## src/rtl/dmem_bus_arbiter.sv

```systemverilog
// Round-robin two-master arbiter for the shared data-memory bus port.
// Optional slave-timeout abort is built when ARB_TIMEOUT_EN is defined.
module dmem_bus_arbiter #(
  parameter int unsigned DWidth        = 32,
  parameter int unsigned TimeoutCycles = 256
) (
  input  logic              clk_i,
  input  logic              rst_ni,
  input  logic              m0_req_i,
  input  logic              m0_write_i,
  input  logic [DWidth-1:0] m0_addr_i,
  input  logic [DWidth-1:0] m0_wdata_i,
  output logic              m0_ready_o,
  output logic [DWidth-1:0] m0_rdata_o,
  output logic              m0_err_o,
  input  logic              m1_req_i,
  input  logic              m1_write_i,
  input  logic [DWidth-1:0] m1_addr_i,
  input  logic [DWidth-1:0] m1_wdata_i,
  output logic              m1_ready_o,
  output logic [DWidth-1:0] m1_rdata_o,
  output logic              m1_err_o,
  output logic              trans_o,
  output logic              write_o,
  output logic [DWidth-1:0] addr_o,
  output logic [DWidth-1:0] wdata_o,
  input  logic              ready_i,
  input  logic [DWidth-1:0] rdata_i,
  output logic              owner_o
);

  typedef enum logic {IDLE = 1'b0, BUSY = 1'b1} state_t;

  state_t state;
  logic   owner;
  logic   last_grant;

  logic   busy_c;
  logic   any_req_c;
  logic   grant_c;
  logic   timeout_c;
  logic   done_c;
  logic   sel0_c;
  logic   sel1_c;

  assign busy_c    = (state == BUSY);
  assign any_req_c = m0_req_i | m1_req_i;
  // Master 1 wins when alone, or on a tie when master 0 was served last.
  assign grant_c   = m1_req_i & (~m0_req_i | ~last_grant);

`ifdef ARB_TIMEOUT_EN
  localparam int unsigned CntW = $clog2(TimeoutCycles) + 1;

  logic [CntW-1:0] wait_cnt;

  // Counts BUSY cycles without slave completion; cleared while idle.
  always_ff @(posedge clk_i or negedge rst_ni) begin
    if (!rst_ni) begin
      wait_cnt <= '0;
    end else if (!busy_c) begin
      wait_cnt <= '0;
    end else if (!ready_i) begin
      wait_cnt <= wait_cnt + CntW'(1);
    end
  end

  assign timeout_c = busy_c & ~ready_i & (wait_cnt == CntW'(TimeoutCycles - 1));
`else
  // The timeout depth only matters when the abort feature is built.
  logic unused_timeout_cfg;
  assign unused_timeout_cfg = ^TimeoutCycles;
  assign timeout_c          = 1'b0;
`endif

  assign done_c = busy_c & (ready_i | timeout_c);

  always_ff @(posedge clk_i or negedge rst_ni) begin
    if (!rst_ni) begin
      state      <= IDLE;
      owner      <= 1'b0;
      last_grant <= 1'b1;
    end else begin
      case (state)
        IDLE: begin
          if (any_req_c) begin
            owner <= grant_c;
            state <= BUSY;
          end
        end
        BUSY: begin
          if (done_c) begin
            last_grant <= owner;
            state      <= IDLE;
          end
        end
        default: state <= IDLE;
      endcase
    end
  end

  assign sel0_c = busy_c & ~owner;
  assign sel1_c = busy_c & owner;

  // Downstream request is the owner's request, quiet while idle.
  assign trans_o = busy_c;
  assign write_o = sel1_c ? m1_write_i : (sel0_c ? m0_write_i : 1'b0);
  assign addr_o  = sel1_c ? m1_addr_i  : (sel0_c ? m0_addr_i  : '0);
  assign wdata_o = sel1_c ? m1_wdata_i : (sel0_c ? m0_wdata_i : '0);
  assign owner_o = owner;

  assign m0_ready_o = sel0_c & done_c;
  assign m1_ready_o = sel1_c & done_c;
  assign m0_rdata_o = (sel0_c & ready_i) ? rdata_i : '0;
  assign m1_rdata_o = (sel1_c & ready_i) ? rdata_i : '0;
  assign m0_err_o   = sel0_c & timeout_c;
  assign m1_err_o   = sel1_c & timeout_c;

endmodule

```

## config.mk

```make
export PLATFORM = sky130hd
export DESIGN_NAME = dmem_bus_arbiter
export DESIGN_NICKNAME = d
export VERILOG_FILES = /design/src/rtl/dmem_bus_arbiter.sv
export SDC_FILE = /design/constraint.sdc
export NUM_CORES = 1
export LEC_CHECK = 0
export ABC_AREA = 1
export CORE_AREA = 2 2 118 120
export DETAILED_ROUTE_END_ITERATION = 8
export DIE_AREA = 0 0 120 122
export PLACE_DENSITY_LB_ADDON = 0.1
export SLEW_MARGIN = 20
export SYNTH_ARGS = -nofsm -noshare
export SYNTH_HDL_FRONTEND = slang
export SYNTH_SLANG_ARGS = --single-unit
```

## constraint.sdc

```tcl
create_clock -name clk_i -period 1.1 [get_ports clk_i]
set_input_delay 0.11 -clock clk_i [delete_from_list [all_inputs] [get_ports clk_i]]
set_output_delay 0.11 -clock clk_i [all_outputs]
set_load 0.02 [all_outputs]
```

==> results of run 1 <==
placed cells by master (no fill, tap or decap), types with 3 or more instances in the layout:
| cell type | count |
|---|---|
| buf_4 | 16 |
| buf_6 | 134 |
| inv_6 | 3 |
| nand2_4 | 37 |
| inv_1 | 32 |
| nand2_2 | 83 |
| clkbuf_16 | 8 |
| nand3_2 | 22 |
| nor2_4 | 63 |
| nand3_1 | 36 |
| buf_16 | 19 |
| clkdlybuf4s50_1 | 166 |
| buf_12 | 18 |
| nand2_1 | 17 |
| nand3_4 | 8 |
final timing paths:
check | start | to | slack (ns)
setup / recovery | owner_o | m0_rdata_o[8] | -0.44
hold / removal | rst_ni | owner_o | 0.08
setup reg to reg | trans_o | last_grant | -0.03
hold reg to reg | last_grant | last_grant | 0.48
max in group asynchronous | rst_ni | last_grant | 0.80
min in group clk_i | last_grant | last_grant | 0.48
power by group:
part	switching (W)	total [W]	internal [W]
clock	0.0000952	0.000573	0.000478
sequential	0.0000687	0.000243	0.000175
combinational	0.00567	0.0118	0.00612
total	0.00583	0.0126	0.00677
what timing repair did:
action / CTS / global route
gates cloned: 19 / 7
setup buffers: 13 / 3
pin swaps: 11 / 8
resized for setup: 934 / 16
setup endpoints to repair: 133 / 136
stage by stage:
| step | worst slack [ns] | area, µm² | power, W | instances | utilization (%) |
|---|---|---|---|---|---|
| 6_report | -0.4440 | 7196 | 0.01260 | 858 | 53.28 |
| 5_1_grt | -0.4974 | 7196 | 0.01324 | 858 | 53.28 |
| 4_1_cts | -0.4514 | 6968 | 0.01219 | 848 | 51.60 |
| 3_5_place_dp | -0.8436 | 5599 | 0.008117 | 814 | 41.46 |
| 3_3_place_gp | -0.8311 | 5599 | 0.008108 | 814 | 41.46 |
| 2_1_floorplan | -0.1798 | 2327 | 0.004587 | 342 | - |
cell families (layout without fill, tap and decap cells):
group	Yosys count	after routing	synth area share [%]
and+or+nand+nor	269	269	74.57
buffers and inverters	66	402	19.30
DFF	3	3	5.188
AOI/OAI and AO/OA	2	2	0.6803
other	1	2	0.2549
registers in the layout, summed over array words and instances (netlist names):
name	flops
trans_o	1
last_grant	1
owner_o	1
area by class of cell:
type,count,area [µm²]
sequential,3,78.83
tap,180,225.2
multi-input combinational,273,2287
clock buffer,4,78.83
fill,1239,6309
inverter,37,163.9
timing repair buffer,361,4362
critical path: stages, from the launching register on:
cell       delay [ns]
dfrtp_2          0.44
buf_4            0.17
nor2_4           0.12
inv_6            0.08
clkbuf_16        0.19
nor2_4           0.09
buf_6            0.12
metal layers:
layer,GRT usage [%],share of wire (%),vias up
met2,33.06,52,200
met5,0,0,-
li1,-,-,1724
met3,4.635,8.4,12
met4,3.897,1.5,0
met1,20.48,38,1638
==> out/metrics.cfg, run 1 <==
[run_status]
status=finished, violations left
violations=negative setup slack

[clocking]
cts_buffers=3
cts_root_buf=clkbuf_16
cts.sinks=3
cts_tree=done
htree_levels=1
clk_path_buf_depth=2
insertion_delay_ns=0.22
cts_hold_buf=0
path_clk_slew_ns=0.03

[power]
power_density_mw_per_mm2=1751
leakage_nw=3.310
ir_drop_mv=0.7679

[synth]
synth_seq_cells=3
ys_seq_area_share_pct=5.187
synth_cell_types=14
yosysMostFrequentCell=nand2_1
synth_area_mm2=0.001471
synth.largest_area_cell=nand2_1
synth.top_cell.area_share_pct=34.95
yosys-top-cells-count=nand2_1, nand3_1, nor2_1
avgSynthCellArea_um2=4.315
syn_inst=341
async_reset_ff_share_pct=100.0
synthFlopType=dfrtp_1
synth_warnings=0
ys_top_cells_by_area=nand2_1, nand3_1, nor2_1, inv_1, buf_2
synth_edf_count=0

[sta]
timing.hold.ws_ns=0.07874
setup_violations=134
fin_setup_tns_ns=-49.78
rsz0062_at_grt=yes
fmax_mhz=647.7
worst_slack_ns=-0.4440
slew_violations=0
period_minus_slack_ns=1.544
hold_viol_final=0
period_share_pct=140.4
final.setup_skew_ns=0.0004653

[grt]
grt_pass1_vias=3671
grt_overflow=0
grt_max_degree=22
track_usage_pct=17.84
grt_first_pass_wirelength_um=20330
antenna_found_initial=0

[floorplanning]
io_pins=302
num_rows=43
die_y_um=122
fp.dieW_um=120
dieArea_mm2=0.01464
core_area_mm2=0.01350
initial_utilization_pct=10.90

[flow_run]
maxCapViolations=0

[placed_design]
io_buffer_count=299
gp_congestion=0.7928
dpl.hpwl_um=9205

[critical_path]
end_kind=output pin
reg2reg_depth=6
crit_path_start_kind=flop
crit_arrival_ns=1.43
path_class=flop to output pin
worst-endpoint-required_ns=0.99
path_max_fanout=8

[drt]
dr.pass1.iters=4
wl_um=14210
viasPerCell=4.166
route.detailed.drc=0
wire_per_inst_um=16.56
drtAntennaViolNets=0
drtIter0Drc=89
num_vias=3574

[worst_hold_path]
hp-class=input port to asynchronous set/reset pin

[finish]
drive_gt1_share_pct=62.24
layout.nets=846
diodes=0
area_growth_pct=389.0

Note: power is estimated with default switching activity, not from simulation.
==> run 2, diff against run 1 <==
--- a/config.mk
+++ b/config.mk
@@ -7,6 +7,7 @@
 export LEC_CHECK = 0
 export ABC_AREA = 1
 export CORE_AREA = 2 2 118 120
+export CTS_CLUSTER_SIZE = 24
 export DETAILED_ROUTE_END_ITERATION = 8
 export DIE_AREA = 0 0 120 122
 export PLACE_DENSITY_LB_ADDON = 0.1
==> results of run 2 <==
Same layout as run 1: the final DEF is identical, and so are final timing and power.
==> run 3, diff against run 2 <==
--- a/config.mk
+++ b/config.mk
@@ -11,7 +11,7 @@
 export DETAILED_ROUTE_END_ITERATION = 8
 export DIE_AREA = 0 0 120 122
 export PLACE_DENSITY_LB_ADDON = 0.1
-export SLEW_MARGIN = 20
+export SLEW_MARGIN = 0
 export SYNTH_ARGS = -nofsm -noshare
 export SYNTH_HDL_FRONTEND = slang
 export SYNTH_SLANG_ARGS = --single-unit
==> results of run 3 <==
Same layout as run 1: the final DEF is identical, and so are final timing and power.
